`src/rtl/mc_pkg.sv`:
```
// Shared definitions for the multi-cycle MIPS sequencer.
// State codes, opcodes, datapath select encodings and the control vector.
package mc_pkg;

    typedef enum logic [3:0] {
        ST_FETCH    = 4'd0,
        ST_DECODE   = 4'd1,
        ST_MEM_ADDR = 4'd2,
        ST_MEM_RD   = 4'd3,
        ST_MEM_WB   = 4'd4,
        ST_MEM_WR   = 4'd5,
        ST_EXEC_R   = 4'd6,
        ST_R_WB     = 4'd7,
        ST_EXEC_I   = 4'd8,
        ST_I_WB     = 4'd9,
        ST_BRANCH   = 4'd10,
        ST_JUMP     = 4'd11
`ifdef MC_ILLEGAL_TRAP_EN
        , ST_TRAP   = 4'd12
`endif
    } state_t;

    localparam logic [5:0] OP_RTYPE = 6'b000000;
    localparam logic [5:0] OP_ADDI  = 6'b001000;
    localparam logic [5:0] OP_ANDI  = 6'b001100;
    localparam logic [5:0] OP_BEQ   = 6'b000100;
    localparam logic [5:0] OP_BNE   = 6'b000101;
    localparam logic [5:0] OP_LW    = 6'b100011;
    localparam logic [5:0] OP_SW    = 6'b101011;
    localparam logic [5:0] OP_J     = 6'b000010;

    localparam logic [1:0] ALU_ADD   = 2'b00;
    localparam logic [1:0] ALU_SUB   = 2'b01;
    localparam logic [1:0] ALU_FUNCT = 2'b10;
    localparam logic [1:0] ALU_AND   = 2'b11;

    localparam logic [1:0] SRCB_REG    = 2'b00;
    localparam logic [1:0] SRCB_FOUR   = 2'b01;
    localparam logic [1:0] SRCB_IMM    = 2'b10;
    localparam logic [1:0] SRCB_IMM_SH = 2'b11;

    localparam logic [1:0] PCSRC_ALU    = 2'b00;
    localparam logic [1:0] PCSRC_ALUOUT = 2'b01;
    localparam logic [1:0] PCSRC_JUMP   = 2'b10;

    typedef struct packed {
        logic       pc_write;
        logic       pc_write_cond;
        logic       pc_write_cond_ne;
        logic       iord;
        logic       mem_read;
        logic       mem_write;
        logic       ir_write;
        logic       mem_to_reg;
        logic       reg_dst;
        logic       reg_write;
        logic       alu_src_a;
        logic [1:0] alu_src_b;
        logic [1:0] alu_op;
        logic [1:0] pc_source;
        logic       instr_done;
`ifdef MC_ILLEGAL_TRAP_EN
        logic       illegal_op;
`endif
    } ctrl_t;

    function automatic logic op_is_legal(input logic [5:0] op);
        logic ok;
        ok = 1'b0;
        case (op)
            OP_RTYPE, OP_ADDI, OP_ANDI, OP_BEQ,
            OP_BNE, OP_LW, OP_SW, OP_J: ok = 1'b1;
            default: ok = 1'b0;
        endcase
        return ok;
    endfunction

endpackage

```
`src/rtl/mc_output_decode.sv`:
```
// Combinational state -> datapath control vector for the sequencer.
// Under MC_ILLEGAL_TRAP_EN the TRAP state raises illegal_op.
module mc_output_decode
    import mc_pkg::*;
(
    input  logic   rst_i,
    input  state_t state_i,
    input  logic   rdy_i,
    input  logic   andi_i,
    input  logic   bne_i,
`ifndef MC_ILLEGAL_TRAP_EN
    input  logic   nop_i,
`endif
    output ctrl_t  ctrl_o
);

    // Moore decode with mem_ready gating in the memory states; reset forces zero.
    always_comb begin
        ctrl_o = '0;
        if (!rst_i) begin
            unique case (state_i)
                ST_FETCH: begin
                    ctrl_o.mem_read  = 1'b1;
                    ctrl_o.alu_src_b = SRCB_FOUR;
                    ctrl_o.alu_op    = ALU_ADD;
                    ctrl_o.pc_source = PCSRC_ALU;
                    ctrl_o.pc_write  = rdy_i;
                    ctrl_o.ir_write  = rdy_i;
                end
                ST_DECODE: begin
                    ctrl_o.alu_src_b = SRCB_IMM_SH;
`ifndef MC_ILLEGAL_TRAP_EN
                    ctrl_o.instr_done = nop_i;
`endif
                end
                ST_MEM_ADDR: begin
                    ctrl_o.alu_src_a = 1'b1;
                    ctrl_o.alu_src_b = SRCB_IMM;
                end
                ST_MEM_RD: begin
                    ctrl_o.mem_read = 1'b1;
                    ctrl_o.iord     = 1'b1;
                end
                ST_MEM_WB: begin
                    ctrl_o.reg_write  = 1'b1;
                    ctrl_o.instr_done = 1'b1;
                end
                ST_MEM_WR: begin
                    ctrl_o.mem_write  = 1'b1;
                    ctrl_o.iord       = 1'b1;
                    ctrl_o.instr_done = rdy_i;
                end
                ST_EXEC_R: begin
                    ctrl_o.alu_src_a = 1'b1;
                    ctrl_o.alu_src_b = SRCB_REG;
                    ctrl_o.alu_op    = ALU_FUNCT;
                end
                ST_R_WB: begin
                    ctrl_o.reg_dst    = 1'b1;
                    ctrl_o.mem_to_reg = 1'b1;
                    ctrl_o.reg_write  = 1'b1;
                    ctrl_o.instr_done = 1'b1;
                end
                ST_EXEC_I: begin
                    ctrl_o.alu_src_a = 1'b1;
                    ctrl_o.alu_src_b = SRCB_IMM;
                    ctrl_o.alu_op    = andi_i ? ALU_AND : ALU_ADD;
                end
                ST_I_WB: begin
                    ctrl_o.mem_to_reg = 1'b1;
                    ctrl_o.reg_write  = 1'b1;
                    ctrl_o.instr_done = 1'b1;
                end
                ST_BRANCH: begin
                    ctrl_o.alu_src_a        = 1'b1;
                    ctrl_o.alu_src_b        = SRCB_REG;
                    ctrl_o.alu_op           = ALU_SUB;
                    ctrl_o.pc_source        = PCSRC_ALUOUT;
                    ctrl_o.pc_write_cond    = !bne_i;
                    ctrl_o.pc_write_cond_ne = bne_i;
                    ctrl_o.instr_done       = 1'b1;
                end
                ST_JUMP: begin
                    ctrl_o.pc_source  = PCSRC_JUMP;
                    ctrl_o.pc_write   = 1'b1;
                    ctrl_o.instr_done = 1'b1;
                end
`ifdef MC_ILLEGAL_TRAP_EN
                ST_TRAP: begin
                    ctrl_o.illegal_op = 1'b1;
                end
`endif
                default: ctrl_o = '0;
            endcase
        end
    end

endmodule

```
`src/rtl/mc_control_fsm.sv`:
```
// Multi-cycle MIPS sequencer: state register, next-state and DECODE flags.
// Build option MC_ILLEGAL_TRAP_EN adds the TRAP state and illegal_op port.
module mc_control_fsm
    import mc_pkg::*;
#(
    parameter int MEM_WAIT_EN = 1,
    parameter int STATE_W     = 4
) (
    input  logic               clk,
    input  logic               reset,
    input  logic [5:0]         opcode,
    input  logic               mem_ready,
    output logic               PCWrite,
    output logic               PCWriteCond,
    output logic               PCWriteCondNe,
    output logic               IorD,
    output logic               MemRead,
    output logic               MemWrite,
    output logic               IRWrite,
    output logic               MemtoReg,
    output logic               RegDst,
    output logic               RegWrite,
    output logic               ALUSrcA,
    output logic [1:0]         ALUSrcB,
    output logic [1:0]         ALUOp,
    output logic [1:0]         PCSource,
    output logic               instr_done,
`ifdef MC_ILLEGAL_TRAP_EN
    output logic               illegal_op,
`endif
    output logic [STATE_W-1:0] state_dbg
);

    state_t state_q;
    logic   lw_q;
    logic   andi_q;
    logic   bne_q;
    logic   rdy;
    ctrl_t  ctrl;

    assign rdy = (MEM_WAIT_EN != 0) ? mem_ready : 1'b1;

`ifndef MC_ILLEGAL_TRAP_EN
    logic nop;
    assign nop = !op_is_legal(opcode);
`endif

    // State walk; opcode class flags are captured only while in DECODE.
    always_ff @(posedge clk or posedge reset) begin
        if (reset) begin
            state_q <= ST_FETCH;
            lw_q    <= 1'b0;
            andi_q  <= 1'b0;
            bne_q   <= 1'b0;
        end else begin
            unique case (state_q)
                ST_FETCH: begin
                    if (rdy) state_q <= ST_DECODE;
                end
                ST_DECODE: begin
                    lw_q   <= (opcode == OP_LW);
                    andi_q <= (opcode == OP_ANDI);
                    bne_q  <= (opcode == OP_BNE);
                    case (opcode)
                        OP_RTYPE:        state_q <= ST_EXEC_R;
                        OP_ADDI, OP_ANDI: state_q <= ST_EXEC_I;
                        OP_LW, OP_SW:    state_q <= ST_MEM_ADDR;
                        OP_BEQ, OP_BNE:  state_q <= ST_BRANCH;
                        OP_J:            state_q <= ST_JUMP;
`ifdef MC_ILLEGAL_TRAP_EN
                        default:         state_q <= ST_TRAP;
`else
                        default:         state_q <= ST_FETCH;
`endif
                    endcase
                end
                ST_MEM_ADDR: state_q <= lw_q ? ST_MEM_RD : ST_MEM_WR;
                ST_MEM_RD: begin
                    if (rdy) state_q <= ST_MEM_WB;
                end
                ST_MEM_WR: begin
                    if (rdy) state_q <= ST_FETCH;
                end
                ST_EXEC_R: state_q <= ST_R_WB;
                ST_EXEC_I: state_q <= ST_I_WB;
`ifdef MC_ILLEGAL_TRAP_EN
                ST_TRAP:   state_q <= ST_TRAP;
`endif
                default:   state_q <= ST_FETCH;
            endcase
        end
    end

    mc_output_decode u_dec (
        .rst_i   (reset),
        .state_i (state_q),
        .rdy_i   (rdy),
        .andi_i  (andi_q),
        .bne_i   (bne_q),
`ifndef MC_ILLEGAL_TRAP_EN
        .nop_i   (nop),
`endif
        .ctrl_o  (ctrl)
    );

    assign PCWrite       = ctrl.pc_write;
    assign PCWriteCond   = ctrl.pc_write_cond;
    assign PCWriteCondNe = ctrl.pc_write_cond_ne;
    assign IorD          = ctrl.iord;
    assign MemRead       = ctrl.mem_read;
    assign MemWrite      = ctrl.mem_write;
    assign IRWrite       = ctrl.ir_write;
    assign MemtoReg      = ctrl.mem_to_reg;
    assign RegDst        = ctrl.reg_dst;
    assign RegWrite      = ctrl.reg_write;
    assign ALUSrcA       = ctrl.alu_src_a;
    assign ALUSrcB       = ctrl.alu_src_b;
    assign ALUOp         = ctrl.alu_op;
    assign PCSource      = ctrl.pc_source;
    assign instr_done    = ctrl.instr_done;
`ifdef MC_ILLEGAL_TRAP_EN
    assign illegal_op    = ctrl.illegal_op;
`endif
    assign state_dbg     = STATE_W'(state_q);

endmodule

```
`config.mk`:
```
export PLATFORM = sky130hd
export DESIGN_NAME = mc_control_fsm
export DESIGN_NICKNAME = d
export VERILOG_FILES = /design/src/rtl/mc_pkg.sv /design/src/rtl/mc_output_decode.sv /design/src/rtl/mc_control_fsm.sv
export SDC_FILE = /design/constraint.sdc
export NUM_CORES = 1
export LEC_CHECK = 0
export ABC_CLOCK_PERIOD_IN_PS = 2100
export BUFFER_PORTS_ARGS = -buffer_cell sky130_fd_sc_hd__buf_2
export CAP_MARGIN = 10
export CORE_UTILIZATION = 48
export DETAILED_ROUTE_END_ITERATION = 10
export GPL_ROUTABILITY_DRIVEN = 0
export PLACE_DENSITY = 0.79
export SETUP_SLACK_MARGIN = 0.2
export SLEW_MARGIN = 15
export SYNTH_ARGS = -nofsm -noshare
export SYNTH_HDL_FRONTEND = slang
export SYNTH_SLANG_ARGS = --single-unit
```
`constraint.sdc`:
```
create_clock -name clk -period 2.1 [get_ports clk]
set_clock_uncertainty 0.1 [all_clocks]
set_input_delay 0.42 -clock clk [delete_from_list [all_inputs] [get_ports clk]]
set_output_delay 0.42 -clock clk [all_outputs]
set_load 0.005 [all_outputs]
```
; ---- Word level (Yosys, flattened, before mapping)
; Index checks and enable logic that the tools add are counted.
[totals]
reg_bits = 7
latchBits = 0
ram_bits = 0
mem_bits_ro = 0
in_bits = 9
n_memories = 0
[op_classes]
add_sub_neg = 0
n_mul = 0
div = 0
order_cmp = 0
n_eq_ne = 21
shifts = 0
mux = 23
bitwise_logic = 0
reduce_logical = 16
[ops]
columns = op, count
row1 = $pmux 4 s7, 1
row2 = $pmux 4 s5, 1
row3 = $mux 18, 1
row4 = $eq 4x3->1 const B, 4
row5 = $eq 4x4->1 const B, 4
row6 = $reduce_or 2->1, 7
row7 = $eq 6x3->1 const B, 2
row8 = $eq 6x4->1 const B, 2
row9 = $eq 6x6->1 const B, 2
row10 = $mux 4, 3
row11 = $pmux 2 s3, 2
row12 = $mux 1, 9
row13 = $eq 4x2->1 const B, 2
row14 = $reduce_or 8->1, 1
row15 = $eq 6x2->1 const B, 1
row16 = $logic_not 6->1, 1
row17 = $ne 2x2->1 const B, 3
row18 = $reduce_or 5->1, 1
row19 = $eq 4x1->1 const B, 1
row20 = $logic_not 4->1, 1
row21 = $mux 2, 2
row22 = $pmux 2 s2, 1
row23 = $reduce_or 4->1, 1
row24 = $mux 3, 1
row25 = other kinds (5), 6

; ---- Longest topological paths before layout
[depth]
word_depth = 6
mapped_depth = 6
mapped_depth_nobuf = 4

; ---- Cells and area by module
; Synthesis repeated with hierarchy kept, for this count alone.
[unflattened]
hier_cells = 104
area_unflattened_um2 = 820.8
[by_module_without_submodules]
columns = mod, n_inst, cells_each, area_each_um2, seq_area_each_um2
row1 = mc_control_fsm, 1, 58, 529.3, 175.2
row2 = mc_output_decode, 1, 46, 291.5, 0.0

; ---- Least setup slack after synthesis
; Ideal clock, no wire load.
[synth_timing]
path_kind = register to output
start = register state_q[3], in the netlist state_dbg[3]
end = output port instr_done
arrival_ns = 1.477
required_time_ns = 1.580
slack_ns = 0.103
stages_incl_launch_ff = 7
n_path_buf = 2
path_cell_list = dfrtp_1 buf_6 or4b_4 buf_6 nor2_4 o211ai_2 a21oi_2
[synth_between]
elab_chain_cells = 4
[synth_rtl]
columns = item, line_no
row1 = "start, declared", mc_control_fsm.sv:34  ; state_t state_q;
row2 = "start signal, assigned", mc_control_fsm.sv:77  ; ST_MEM_ADDR: state_q <= lw_q ? ST_MEM_RD : ST_MEM_WR;
row3 = $eq 4x4->1 or $eq 4x3->1 (tied branches), mc_output_decode.sv:21  ; unique case (state_i)
row4 = $reduce_or 5->1 (no source line), n/a
row5 = $pmux 1 s3 (*), mc_output_decode.sv:21
row6 = $mux 18 (*), mc_output_decode.sv:20  ; if (!rst_i) begin
row7 = "end, declared", mc_control_fsm.sv:27  ; output logic instr_done,
; Every way passes the cells marked *; elsewhere a longest branch is shown, timed or not.

; ---- Final worst setup path
[layout_timing]
start = register state_q[1], in the netlist state_dbg[1]
end = output port instr_done
; Same word-level chain as after synthesis.

==> metrics.txt <==
outcome=complete, but fails checks; failing checks=setup timing; Final period util=106%; Top FF cell, synth=dfrtp_1; Async SR Flop Fraction=100%; wire length per cell=between 15 and 20 um; Avg Vias per Cell=slightly above 6; Cell Rows=14; height of the die=roughly 43 um; CP max stage cell=dfrtp_1; 1st-iter DRT viols=29; Antenna diodes=0; DR pass1 iterations=4; leak pwr=approximately 0.00054 uW; Clock Tree Buf Depth=2; max incr delay on CP=just under 400 ps; register bit total from synthesis=7; placed wire-length estimate=about 1700 um; Skew-Pair Late Insertion Delay=260 ps; multiplexer share of the synthesized area=0%; vias in the first global route=~920; area delta synth->final=44.5%; Psw=between 400 and 500 uW; R2R depth=3; Root Buffer=clkbuf_4; Vias=1049; area leader, netlist=dfrtp_1; worst hold-check path type=primary input to async pin; peak supply drop=between 700 and 800 uV; PwrDens=~900 nW/um2; share of the synthesized area in the top cell type=about 22%; logic gate share of total power=about 71%; largest family of logic cells by synthesized area=simple AND/OR/NAND/NOR gates; Synth Area per Inst=~7.1 um2; Port Buffers=30; Sw Share=between 40% and 50%; crit-path max FO=20; RSZ-0062 raised after global routing=true; clock sink total=7; critical path cell sequence=buf_6 > nor2b_1 > o31ai_1 > o21ai_1 > a21oi_2 > buf_2; # IOs=31; commonest non-fill, non-tap cell in the layout=buf_2; sequential area share after synthesis=21.8%; final worst path period need=between 2000 and 2500 ps; simple-gate share of the synthesized area=41.1%; die width=between 40 and 50 um; Slew Limit Fails=0; CTS Hold Buffers Added=0; wire length of the first global-routing pass=between 4000 and 5000 um; H-tree levels=1; aggregate negative setup slack=-119 ps; share of power burned in registers=approximately 17%; Setup CP Type=flop to primary output; crit path from=state_dbg[1]; Ys Warns=0; Final setup viols=1; nets=around 170; initial cell density of the core=a little over half; Synth Area in Adders=0%; final worst setup slack=-119 ps; post-synth net total=~120; post-route DRC violation count=0; CTS buffer count=3; ranking of synthesized cells by area=dfrtp_1 (22%), nor2_1 (8.9%), nor3_1 (6.9%); Fin Hold WS=around 230 ps; worst r2r src=state_dbg[1]; Core ar.=1540 um2; Cell Area, Synth=between 800 and 900 um2; fill count=117; Relative slew margins=roughly four fifths; clock share of power=approximately 13%; Worst setup SP type=flop; Global Route Usage Sum=between 20% and 30%; most frequent cells in the layout=buf_2 (30), nor2_1 (17), nor3_1 (11), buf_4 (11), dfrtp_1 (7); final hold violation count=0; XOR/XNOR share of the synthesized area=1.09%; worst endpoint data arrival time=around 1700 ps; Critical Path RT=1580 ps; Synth cell types=44; layout cells sized above 1=about 46%; Routed Antenna Nets=0; Reg2Reg Setup Slack=approximately 480 ps; largest net degree at the start of global routing=21; Post-Synthesis Cells=113; Clock Pin Slew Worst Setup and Hold Paths=~60 ps; RR Endpoint=bne_q; initial antenna violation count=0; max-cap violation count=0; WL final=2630 um; Pint=around 580 uW; FMAX=about 0.45 GHz; total power=around 1000 uW; Compound-Gate Fraction of Synth Area=between 20% and 30%; Layout Utilization=between 70% and 80%; GR Overflow Total=0; CTS tree=done; Worst setup EP type=primary output; Worst-Margin Slew=around 300 ps; worst setup path end=instr_done; EDFF count, synth=0; die area=between 1500 and 2000 um2
==> how the worst min path moves through the flow <==
stage,from,end,slack (ps),depth (start not counted)
global placement,bne_q,bne_q,390,2
finish,reset,lw_q,230,3
detailed placement,bne_q,bne_q,400,2
CTS,reset,state_dbg[3],190,3
global route,reset,state_dbg[3],250,3
floorplan,reset,andi_q,130,1
==> power by group through the flow <==
stage	Clock, uW	Combinational (uW)	Sequential (uW)
finish	129	729	173
global route	139	778	175
CTS	128	630	172
detailed placement	0	504	172
global placement	0	492	170
floorplan	0	351	181
==> critical path, delay by kind of cell, from the launching register on <==
kind	cells	cell delay (ps)
compound gates	3	590
flops	1	390
simple gates	1	170
buf+inv	2	290
==> synthesized netlist by cell type (4+ instances only) <==
cell	n
nor2b_1	4
nand2_1	8
dfrtp_1	7
o21ai_0	7
nor2_1	19
a21oi_1	4
inv_1	4
nand2b_1	5
clkbuf_1	5
nor3_1	11
==> repair_timing <==
item / 4_1_cts / 5_1_grt
resized for setup: 17 / 9
cloned: 0 / 0
setup buffers: 5 / 2
setup endpoints to repair: 14 / 15
pin swaps: 2 / 5
==> registers in the layout (all words and copies together) (netlist names) <==
signal / flops
lw_q: 1
andi_q: 1
state_dbg: 4
bne_q: 1
==> stage by stage <==
step	setup slack [ps]	area (um2)	std cells
after floorplan	159	803	113
final	-119	1160	171
after global routing	-190	1160	171
after detailed placement	65.5	997	160
after CTS	-91.1	1110	169
after global placement	106	997	160
==> cells by family after synthesis <==
kind of cell           after synthesis
buffers and inverters               13
XOR/XNOR                             1
AND/OR/NAND/NOR                     62
AO/OA/AOI/OAI                       30
flip-flops                           7
==> area by class of cell <==
class / count / area, um2 / area share, %
flip-flops and latches: 7 / 175 / 15.1
inverters: 4 / 17.5 / 1.51
clock buffers: 4 / 26.3 / 2.26
repair buffers: 47 / 300 / 25.9
well taps: 16 / 20.0 / 1.72
multi-input cells: 93 / 622 / 53.6
==> routing by layer <==
layer  share of wire [%]  GRT usage, %  vias up
li1                    -             -      496
met1                  42          37.5      488
met2                  50          47.3       59
met3                 6.7          8.09        6
met4                 1.7          7.50        0
met5                   0             0        -
No activity file was read; power rests on OpenSTA's default activity.
